File: src/rtl/eater_pkg.sv
// Shared definitions for the SAP-1 program loader: state encodings and RAM geometry
// common with the core.
package eater_pkg;

  localparam int RAM_DEPTH = 16;
  localparam int RAM_AW    = 4;
  localparam int DATA_W    = 8;

  localparam logic [DATA_W-1:0] SYNC_BYTE_DEFAULT = 8'hA5;

  typedef enum logic [1:0] {
    ST_RUN,
    ST_LOAD,
    ST_CHECK,
    ST_ERROR
  } load_state_t;

  typedef enum logic [1:0] {
    RX_IDLE,
    RX_START,
    RX_DATA,
    RX_STOP
  } rx_state_t;

endpackage

File: src/rtl/eater_uart_rx.sv
// 8N1 UART receiver: 2-flop synchronizer, mid-bit sampling, LSB-first shifter.
// rx_valid / rx_frame_err are single-cycle pulses; rx_data is stable while rx_valid is high.
module eater_uart_rx
  import eater_pkg::*;
#(
  parameter int CLKS_PER_BIT = 104
) (
  input  logic              clk_i,
  input  logic              reset_i,
  input  logic              uart_rx_i,
  output logic [DATA_W-1:0] rx_data,
  output logic              rx_valid,
  output logic              rx_frame_err
);

  localparam int CW = $clog2(CLKS_PER_BIT + 1);
  localparam logic [CW-1:0] HALF = CW'(CLKS_PER_BIT / 2 - 1);
  localparam logic [CW-1:0] FULL = CW'(CLKS_PER_BIT - 1);

  logic              sync1_q, sync2_q, prev_q;
  rx_state_t         state_q, state_d;
  logic [CW-1:0]     cnt_q, cnt_d;
  logic [2:0]        bit_q, bit_d;
  logic [DATA_W-1:0] shift_q, shift_d;
  logic              valid_q, valid_d;
  logic              err_q, err_d;

  always_ff @(posedge clk_i or posedge reset_i) begin
    if (reset_i) begin
      sync1_q <= 1'b1;
      sync2_q <= 1'b1;
      prev_q  <= 1'b1;
      state_q <= RX_IDLE;
      cnt_q   <= '0;
      bit_q   <= '0;
      shift_q <= '0;
      valid_q <= 1'b0;
      err_q   <= 1'b0;
    end else begin
      sync1_q <= uart_rx_i;
      sync2_q <= sync1_q;
      prev_q  <= sync2_q;
      state_q <= state_d;
      cnt_q   <= cnt_d;
      bit_q   <= bit_d;
      shift_q <= shift_d;
      valid_q <= valid_d;
      err_q   <= err_d;
    end
  end

  always_comb begin
    state_d = state_q;
    cnt_d   = cnt_q;
    bit_d   = bit_q;
    shift_d = shift_q;
    valid_d = 1'b0;
    err_d   = 1'b0;
    case (state_q)
      RX_IDLE: begin
        cnt_d = '0;
        bit_d = '0;
        if (prev_q && !sync2_q) state_d = RX_START;
      end
      RX_START: begin
        // A start bit that is high again at mid-bit was a glitch.
        if (cnt_q == HALF) begin
          cnt_d   = '0;
          state_d = sync2_q ? RX_IDLE : RX_DATA;
        end else begin
          cnt_d = cnt_q + 1'b1;
        end
      end
      RX_DATA: begin
        if (cnt_q == FULL) begin
          cnt_d   = '0;
          shift_d = {sync2_q, shift_q[DATA_W-1:1]};
          bit_d   = bit_q + 1'b1;
          if (bit_q == 3'd7) state_d = RX_STOP;
        end else begin
          cnt_d = cnt_q + 1'b1;
        end
      end
      RX_STOP: begin
        if (cnt_q == FULL) begin
          state_d = RX_IDLE;
          valid_d = sync2_q;
          err_d   = !sync2_q;
        end else begin
          cnt_d = cnt_q + 1'b1;
        end
      end
      default: state_d = RX_IDLE;
    endcase
  end

  assign rx_data      = shift_q;
  assign rx_valid     = valid_q;
  assign rx_frame_err = err_q;

endmodule

File: src/rtl/eater_loader.sv
// UART program loader for the SAP-1 core: SYNC_BYTE then 16 bytes written to RAM addr 0..15,
// core held in reset meanwhile. Optional trailing checksum byte with EATER_LOADER_CHECKSUM_EN.
module eater_loader
  import eater_pkg::*;
#(
  parameter int                CLKS_PER_BIT = 104,
  parameter logic [DATA_W-1:0] SYNC_BYTE    = SYNC_BYTE_DEFAULT,
  parameter int                TIMEOUT_CLKS = 2 ** 20
) (
  input  logic              clk_i,
  input  logic              reset_i,
  input  logic              uart_rx_i,
  output logic              load_we_o,
  output logic [RAM_AW-1:0] load_addr_o,
  output logic [DATA_W-1:0] load_data_o,
  output logic              cpu_reset_o,
  output logic              load_error_o
);

  localparam int TW = $clog2(TIMEOUT_CLKS + 1);
  localparam logic [TW-1:0]     TMO_LAST = TW'(TIMEOUT_CLKS - 1);
  localparam logic [RAM_AW-1:0] LAST_ADDR = RAM_AW'(RAM_DEPTH - 1);

  logic [DATA_W-1:0] rx_data;
  logic              rx_valid;
  logic              rx_frame_err;

  eater_uart_rx #(
    .CLKS_PER_BIT(CLKS_PER_BIT)
  ) u_rx (
    .clk_i       (clk_i),
    .reset_i     (reset_i),
    .uart_rx_i   (uart_rx_i),
    .rx_data     (rx_data),
    .rx_valid    (rx_valid),
    .rx_frame_err(rx_frame_err)
  );

  load_state_t       state_q, state_d;
  logic [RAM_AW-1:0] cnt_q, cnt_d;
  logic [TW-1:0]     tmo_q, tmo_d;
  logic              we_q, we_d;
  logic [RAM_AW-1:0] addr_q, addr_d;
  logic [DATA_W-1:0] data_q, data_d;
  logic              err_q, err_d;
  logic              cpu_rst_q, cpu_rst_d;
`ifdef EATER_LOADER_CHECKSUM_EN
  logic [DATA_W-1:0] sum_q, sum_d;
`endif

  always_ff @(posedge clk_i or posedge reset_i) begin
    if (reset_i) begin
      state_q   <= ST_RUN;
      cnt_q     <= '0;
      tmo_q     <= '0;
      we_q      <= 1'b0;
      addr_q    <= '0;
      data_q    <= '0;
      err_q     <= 1'b0;
      cpu_rst_q <= 1'b1;
`ifdef EATER_LOADER_CHECKSUM_EN
      sum_q     <= '0;
`endif
    end else begin
      state_q   <= state_d;
      cnt_q     <= cnt_d;
      tmo_q     <= tmo_d;
      we_q      <= we_d;
      addr_q    <= addr_d;
      data_q    <= data_d;
      err_q     <= err_d;
      cpu_rst_q <= cpu_rst_d;
`ifdef EATER_LOADER_CHECKSUM_EN
      sum_q     <= sum_d;
`endif
    end
  end

  always_comb begin
    state_d = state_q;
    cnt_d   = cnt_q;
    tmo_d   = '0;
    we_d    = 1'b0;
    addr_d  = addr_q;
    data_d  = data_q;
`ifdef EATER_LOADER_CHECKSUM_EN
    sum_d   = sum_q;
`endif
    case (state_q)
      ST_RUN, ST_ERROR: begin
        if (rx_valid && rx_data == SYNC_BYTE) begin
          state_d = ST_LOAD;
          cnt_d   = '0;
`ifdef EATER_LOADER_CHECKSUM_EN
          sum_d   = '0;
`endif
        end
      end
      ST_LOAD: begin
        tmo_d = tmo_q + 1'b1;
        if (rx_frame_err) begin
          state_d = ST_ERROR;
        end else if (rx_valid) begin
          tmo_d  = '0;
          we_d   = 1'b1;
          addr_d = cnt_q;
          data_d = rx_data;
`ifdef EATER_LOADER_CHECKSUM_EN
          sum_d  = sum_q + rx_data;
          if (cnt_q == LAST_ADDR) state_d = ST_CHECK;
`else
          if (cnt_q == LAST_ADDR) state_d = ST_RUN;
`endif
          else cnt_d = cnt_q + 1'b1;
        end else if (tmo_q == TMO_LAST) begin
          state_d = ST_ERROR;
        end
      end
`ifdef EATER_LOADER_CHECKSUM_EN
      ST_CHECK: begin
        tmo_d = tmo_q + 1'b1;
        if (rx_frame_err) begin
          state_d = ST_ERROR;
        end else if (rx_valid) begin
          state_d = (DATA_W'(sum_q + rx_data) == '0) ? ST_RUN : ST_ERROR;
        end else if (tmo_q == TMO_LAST) begin
          state_d = ST_ERROR;
        end
      end
`endif
      default: state_d = ST_RUN;
    endcase
    // Error is a function of the state being entered, so SYNC_BYTE clears it on the same edge.
    err_d     = (state_d == ST_ERROR);
    cpu_rst_d = (state_q != ST_RUN);
  end

  assign load_we_o    = we_q;
  assign load_addr_o  = addr_q;
  assign load_data_o  = data_q;
  assign cpu_reset_o  = cpu_rst_q;
  assign load_error_o = err_q;

endmodule

File: config.mk
export PLATFORM = sky130hd
export DESIGN_NAME = eater_loader
export DESIGN_NICKNAME = d
export VERILOG_FILES = /design/src/rtl/eater_pkg.sv /design/src/rtl/eater_uart_rx.sv /design/src/rtl/eater_loader.sv
export SDC_FILE = /design/constraint.sdc
export NUM_CORES = 1
export LEC_CHECK = 0
export CAP_MARGIN = 40
export CORE_ASPECT_RATIO = 0.6
export CORE_MARGIN = 8
export CORE_UTILIZATION = 59
export DETAILED_ROUTE_END_ITERATION = 8
export GPL_TIMING_DRIVEN = 0
export HOLD_SLACK_MARGIN = 0.02
export PLACE_DENSITY_LB_ADDON = 0.3
export SYNTH_ARGS = -nofsm -noshare
export SYNTH_HDL_FRONTEND = slang
export SYNTH_SLANG_ARGS = --single-unit
File: constraint.sdc
create_clock -name clk_i -period 2.8 [get_ports clk_i]
set_clock_uncertainty 0.2 [all_clocks]
set_input_delay 0.56 -clock clk_i [delete_from_list [all_inputs] [get_ports clk_i]]
set_output_delay 0.56 -clock clk_i [all_outputs]
set_load 0.01 [all_outputs]
==> flow_metrics.env, run 1 <==
export IMPL_outcome="complete, no violations"
export IMPL_nNetsFinal=321
export IMPL_yosysSeqAreaShare=0.532
export IMPL_synth_top_cell_area_share=0.499
export IMPL_p_leak_nw=1.66
export IMPL_tns_ns=0
export IMPL_synth_top_family_by_area="simple AND/OR/NAND/NOR gates"
export IMPL_clkLatencyLatePin_ns=0.34
export IMPL_path_max_fanout=6
export IMPL_yosysWarnings=0
export IMPL_grt_ovfl_total=0
export IMPL_start_util=0.619
export IMPL_h_tree_depth=3
export IMPL_p_per_area_nw_per_um2=551
export IMPL_synth_edf_count=0
export IMPL_maxSlewViolCount=0
export IMPL_yosys_area_share_adder=0.0317
export IMPL_whs_ns=0.167
export IMPL_wl_per_cell_um=15.6
export IMPL_cts_buffers=9
export IMPL_diodes=0
export IMPL_max_slew_worst_pin_slew_ns=0.916
export IMPL_crit_required_ns=2.83
export IMPL_final_cell_area_um2=3640
export IMPL_ir_drop_mv=0.418
export IMPL_worstPathArrival_ns=2.30
export IMPL_slowest_delay_ns=0.43
export IMPL_synth_simple_gate_area_frac=0.186
export IMPL_avgSynthCellArea_um2=11.3
export IMPL_fp_row_count=20
export IMPL_period_needed_ns=2.27
export IMPL_postCtsSetupBuffers=0
export IMPL_p_int_mw=1.48
export IMPL_finalSetupViolations=0
export IMPL_placed_cell_area_um2=3430
export IMPL_period_share=0.811
export IMPL_antenna_found_initial=0
export IMPL_grt_max_degree=36
export IMPL_synth_xor_area_frac=0.0416
export IMPL_drc=0
export IMPL_hold_violations=0
export IMPL_grt_pass1_vias=2093
export IMPL_finish_utilization=0.713
export IMPL_clkPwrFrac=0.400
export IMPL_async_reset_ff_frac=1.00
export IMPL_ant_nets=0
export IMPL_drt_iter0_drc=102
export IMPL_synth_most_common_cell="dfrtp_1"
export IMPL_clockRootBuffer="clkbuf_8"
export IMPL_slew_headroom=0.384
export IMPL_rsz0062_at_grt="no"
export IMPL_num_fill_cells=375
export IMPL_via_per_inst=5.74
export IMPL_critical_path_cell_chain="inv_1 -> ha_1 -> nand3b_1 -> o22a_1 -> nor2_1 -> mux2_2"
export IMPL_maxCapViolations=0
export IMPL_area_delta_synth_final_pct=15.0
export IMPL_instances_no_fill=381
export IMPL_endpoint_kind="flip-flop"
export IMPL_p_sw_frac=0.259
export IMPL_slowest_stage="dfrtp_1"
export IMPL_synth_cells=281
export IMPL_detail_route_wirelength_mm=5.95
export IMPL_cts_resized=0
export IMPL_synth_cell_type_count=46
export IMPL_critical_path_class="flip-flop to flip-flop"
export IMPL_fmaxAchievable_mhz=440
export IMPL_fp_coreArea_um2=5100
export IMPL_ioPinCount=18
export IMPL_io_buffers=17
export IMPL_place_congestion=0.801
export IMPL_cts_tree="built"
export IMPL_grt_usage=0.152
export IMPL_placedCellCount=365
export IMPL_pwr_share_comb=0.077
export IMPL_clk_path_buf_depth=2
export IMPL_synth_top_flop_cell="dfrtp_1"
export IMPL_switchingPower_mw=0.520
export IMPL_holdCritPathClass="flip-flop to flip-flop"
export IMPL_setup_ws_ns=0.529
export IMPL_synth_compound_area_frac=0.100
export IMPL_dp_worst_setup_slack_ns=0.581
export IMPL_synth_area_um2=3160
export IMPL_grt_first_pass_wirelength_mm=9.94
export IMPL_synth_area_leaders="dfrtp_1 (50%), mux2_2 (7.5%), dfstp_2 (3.3%), ha_1 (3.2%), nor2_1 (3.1%)"
export IMPL_fp_dieArea_um2=8030
export IMPL_die_w_um=111
export IMPL_synthMuxAreaShare=0.0811
export IMPL_finalPower_mw=2.00
export IMPL_yosysTopAreaCell="dfrtp_1"
export IMPL_start_kind="flip-flop"
export IMPL_synth_common_cells="dfrtp_1 (63), nor2_1 (26), mux2_2 (21)"
export IMPL_die_h_um=72.7
export IMPL_dpl_hpwl_mm=4.23
export IMPL_ys_ff_latch=67
export IMPL_syn_nets=292
export IMPL_dr_total_vias=2188
export IMPL_worst_path_buf_inv=1
export IMPL_crit_family="simple AND/OR/NAND/NOR gates"
export IMPL_power_frac_seq=0.523
export IMPL_clk_pin_slew_ns=0.08
export IMPL_cts_hold_buf=0
export IMPL_cts_sinks=67
export IMPL_drt_pre_antenna_iters=4
export IMPL_final_layout_size_suffix_gt1_frac=0.175
-- area by class of cell --
type                       count  area, µm²  share of cell area
buffer                         7       32.5             0.00894
sequential                    67       1680               0.462
clock buffer                   9        124              0.0341
tap                           66       82.6              0.0227
inverter                      15       56.3              0.0155
multi-input combinational    192       1390               0.383
timing repair buffer          18        190              0.0523
clock inverter                 7       78.8              0.0217
-- cells by family after synthesis --
kind of cell / count (synthesis)
compound gates: 50
xor+xnor: 15
fa+ha+maj: 8
buf+inv: 22
flops: 67
mux: 23
simple gates: 96
-- power by group through the flow --
stage	registers (mW)	clock network, mW	logic, mW
after floorplan	1.05	0	0.119
after global placement	1.06	0	0.141
after detailed placement	1.07	0	0.156
after CTS	1.05	0.818	0.157
after global routing	1.05	0.852	0.172
final	1.05	0.801	0.154
-- state kept, by name (all words and copies together), names as in the netlist, named ones only --
| name | count |
|---|---|
| tmo_q | 21 |
| load_data_o | 8 |
| u_rx.rx_data | 8 |
| u_rx.cnt_q | 7 |
| cnt_q | 4 |
| load_addr_o | 4 |
| u_rx.bit_q | 3 |
| state_q | 2 |
| cpu_reset_o | 1 |
| load_error_o | 1 |
| load_we_o | 1 |
| u_rx.prev_q | 1 |
| u_rx.rx_frame_err | 1 |
| u_rx.rx_valid | 1 |
| u_rx.state_q | 1 |
| u_rx.sync1_q | 1 |
| u_rx.sync2_q | 1 |
-- placed cells by master, fill, tap and decap left out, drive strengths merged, types with 2 or more instances in the layout --
cell type / n
nor2b: 4
dfstp: 4
or4: 2
clkinvlp: 3
buf: 4
inv: 15
a21oi: 12
ha: 8
clkbuf: 13
dfrtp: 63
and3b: 2
nor2: 26
xnor2: 7
xor2: 8
clkinv: 3
a22o: 5
nand2: 9
and4: 5
o31ai: 4
nor3: 4
o21ai: 15
clkdlybuf4s50: 17
o31a: 2
o22ai: 2
or3: 7
mux2i: 2
and3: 4
mux2: 21
and2: 4
nand3b: 4
a211oi: 2
a31oi: 3
nand3: 13
nand4: 8
-- routing by layer --
metal / up-vias / track usage / wire, µm
li1: 1068 / - / -
met3: 4 / 0.0484 / 249
met5: - / 0 / 0
met4: 0 / 0.0565 / 25
met2: 46 / 0.235 / 2690
met1: 1070 / 0.196 / 2980
-- path summary, 6_finish.rpt --
check | start | endpoint | slack (ns) | cells after the start
min in group asynchronous | reset_i | tmo_q[3] | 0.46 | 2
max in group asynchronous | reset_i | u_rx.sync1_q | 1.26 | 3
worst max-delay path | state_q[1] | cnt_q[0] | 0.53 | 6
worst min-delay path | u_rx.sync1_q | u_rx.sync2_q | 0.17 | 0
worst max register to register | state_q[1] | cnt_q[0] | 0.53 | 6
worst min register to register | u_rx.sync1_q | u_rx.sync2_q | 0.17 | 0
Note: power is estimated with default switching activity, not from simulation.
==> run 2, diff against run 1 <==
Settings changed: CORE_UTILIZATION 59 to 53.
Clock period 2.8 ns to 1.85 ns, I/O delays scaled along.
==> run 2 against run 1 <==
- the run now ends with setup timing left
- setup slack got worse by 0.58 ns
- register-to-register slack got worse by 0.58 ns
- core utilization barely moved
- flip-flop and latch count did not move
- sequential power rose by 51%
- critical path depth did not move
- wire length rose by 11%
- combinational power rose by 130%
- clock power rose by 39%
- critical path type unchanged
- maximum frequency rose by 19%
- die area rose by 9.2%
- largest cell class unchanged
- global-route usage rose by 0.74 points
==> flow_metrics.env, run 2 (synthesized netlist as in run 1, its figures left out) <==
export IMPL_die_w_um=116
export IMPL_outcome="finished, violations left"
export IMPL_cts_buffers=9
export IMPL_maxSlewViolCount=0
export IMPL_io_buffers=17
export IMPL_dr_total_vias=2305
export IMPL_num_fill_cells=381
export IMPL_endpoint_kind="flip-flop"
export IMPL_h_tree_depth=3
export IMPL_final_layout_size_suffix_gt1_frac=0.311
export IMPL_holdCritPathClass="flip-flop to flip-flop"
export IMPL_place_congestion=0.788
export IMPL_clk_pin_slew_ns=0.08
export IMPL_crit_required_ns=1.90
export IMPL_fp_dieArea_um2=8770
export IMPL_violations="setup timing"
export IMPL_setup_ws_ns=-0.0560
export IMPL_final_cell_mix="dfrtp_1 (60), buf_4 (24), nor2_1 (23), o21ai_0 (14)"
export IMPL_ioPinCount=18
export IMPL_dp_worst_setup_slack_ns=-0.283
export IMPL_ir_drop_mv=0.568
export IMPL_whs_ns=0.163
export IMPL_detail_route_wirelength_mm=6.60
export IMPL_start_util=0.557
export IMPL_largest_register="tmo_q"
export IMPL_clockRootBuffer="clkbuf_8"
export IMPL_multi_input_area_um2=1570
export IMPL_period_share=1.03
export IMPL_via_per_inst=5.48
export IMPL_cts_tree="built"
export IMPL_critical_path_class="flip-flop to flip-flop"
export IMPL_grt_pass1_vias=2195
export IMPL_grt_max_degree=35
export IMPL_ant_nets=0
export IMPL_path_max_fanout=4
export IMPL_period_needed_ns=1.91
export IMPL_finalSetupViolations=8
export IMPL_final_common_cell="dfrtp_1"
export IMPL_wl_per_cell_um=15.7
export IMPL_area_delta_synth_final_pct=27.9
export IMPL_cts_sinks=67
export IMPL_start_kind="flip-flop"
export IMPL_max_slew_worst_pin_slew_ns=0.768
export IMPL_drt_iter0_drc=137
export IMPL_fmaxAchievable_mhz=525
export IMPL_grt_usage=0.159
export IMPL_hold_violations=0
export IMPL_fp_coreArea_um2=5680
export IMPL_rsz0062_at_grt="yes"
export IMPL_p_leak_nw=1.95
export IMPL_register_area_um2=1690
export IMPL_finalPower_mw=3.05
export IMPL_clkLatencyLatePin_ns=0.37
export IMPL_die_h_um=75.8
export IMPL_p_per_area_nw_per_um2=754
export IMPL_placed_cell_area_um2=3480
export IMPL_maxCapViolations=0
export IMPL_worstPathArrival_ns=1.96
export IMPL_final_cell_area_um2=4040
export IMPL_nNetsFinal=347
export IMPL_diodes=0
export IMPL_fp_row_count=21
export IMPL_slew_headroom=0.487
export IMPL_antenna_found_initial=0
export IMPL_cts_hold_buf=0
export IMPL_drc=0
export IMPL_grt_ovfl_total=0
export IMPL_largest_reg_flops=21
export IMPL_dpl_hpwl_mm=4.08
export IMPL_drt_pre_antenna_iters=4
export IMPL_clk_path_buf_depth=2
export IMPL_grt_first_pass_wirelength_mm=10.6
run 2: cell types whose count changed in the layout (fill, tap and decap cells not counted), sizes merged, moves of 2 or more:
| cell | before | now |
|---|---|---|
| clkdlybuf4s50 | 17 | 6 |
| dlygate4sd2 | 0 | 3 |
| buf | 4 | 31 |
| clkinvlp | 3 | 5 |
| dlymetal6s2s | 0 | 8 |
| clkinv | 3 | 1 |
run 2: where the power goes:
group          leakage, nW  switching [mW]  internal (mW)
logic                0.963           0.170          0.183
clock network       0.0778           0.587          0.524
registers            0.907          0.0666           1.52
run 2: metrics by stage:
stage,util,cells,TNS [ns]
6_report,0.713,421,-0.349
5_1_grt,0.713,421,-1.15
4_1_cts,0.679,408,-0.181
3_5_place_dp,0.613,379,-6.96
3_3_place_gp,0.610,378,-23.25
2_1_floorplan,-,281,-0.808
run 2: final cells by class:
| class | instances | share of cell area |
|---|---|---|
| clock inverter | 5 | 0.00959 |
| timing repair buffer | 43 | 0.100 |
| sequential | 67 | 0.417 |
| inverter | 15 | 0.0155 |
| clock buffer | 11 | 0.0350 |
| buffer | 7 | 0.00990 |
| tap | 80 | 0.0248 |
| multi-input combinational | 193 | 0.388 |
run 2: worst paths after layout:
check	from	endpoint	slack [ns]	cells past startpoint
setup / recovery	u_rx.cnt_q[0]	u_rx.rx_data[2]	-0.06	6
max in group asynchronous	reset_i	u_rx.sync1_q	0.49	3
setup reg to reg	u_rx.cnt_q[0]	u_rx.rx_data[2]	-0.06	6
hold / removal	u_rx.sync1_q	u_rx.sync2_q	0.16	0
hold reg to reg	u_rx.sync1_q	u_rx.sync2_q	0.16	0
min in group asynchronous	reset_i	u_rx.cnt_q[2]	0.28	2
run 2: repair_timing:
item,4_1_cts,5_1_grt
endpoints found under the setup margin,57,56
resized for setup,29,30
pin swaps,4,4
gates cloned,0,1
buffers inserted,13,12
run 2: critical path: stages, from the launching register on:
cell      delay, ns
dfrtp_1        0.40
ha_4           0.18
nand3b_4       0.09
or2_4          0.27
nor3_4         0.20
buf_6          0.16
mux2_4         0.30
run 2: layer usage:
layer / up-vias / GRT usage / wire length, µm
li1: 1120 / - / -
met1: 1140 / 0.210 / 3370
met2: 36 / 0.234 / 2870
met3: 9 / 0.0538 / 265
met4: 0 / 0.0742 / 97
met5: - / 0 / 0
==> run 3, diff against run 2 <==
Settings changed: SLEW_MARGIN set to 10.
==> results of run 3 <==
No change in the layout: final DEF, timing and power equal those of run 2.
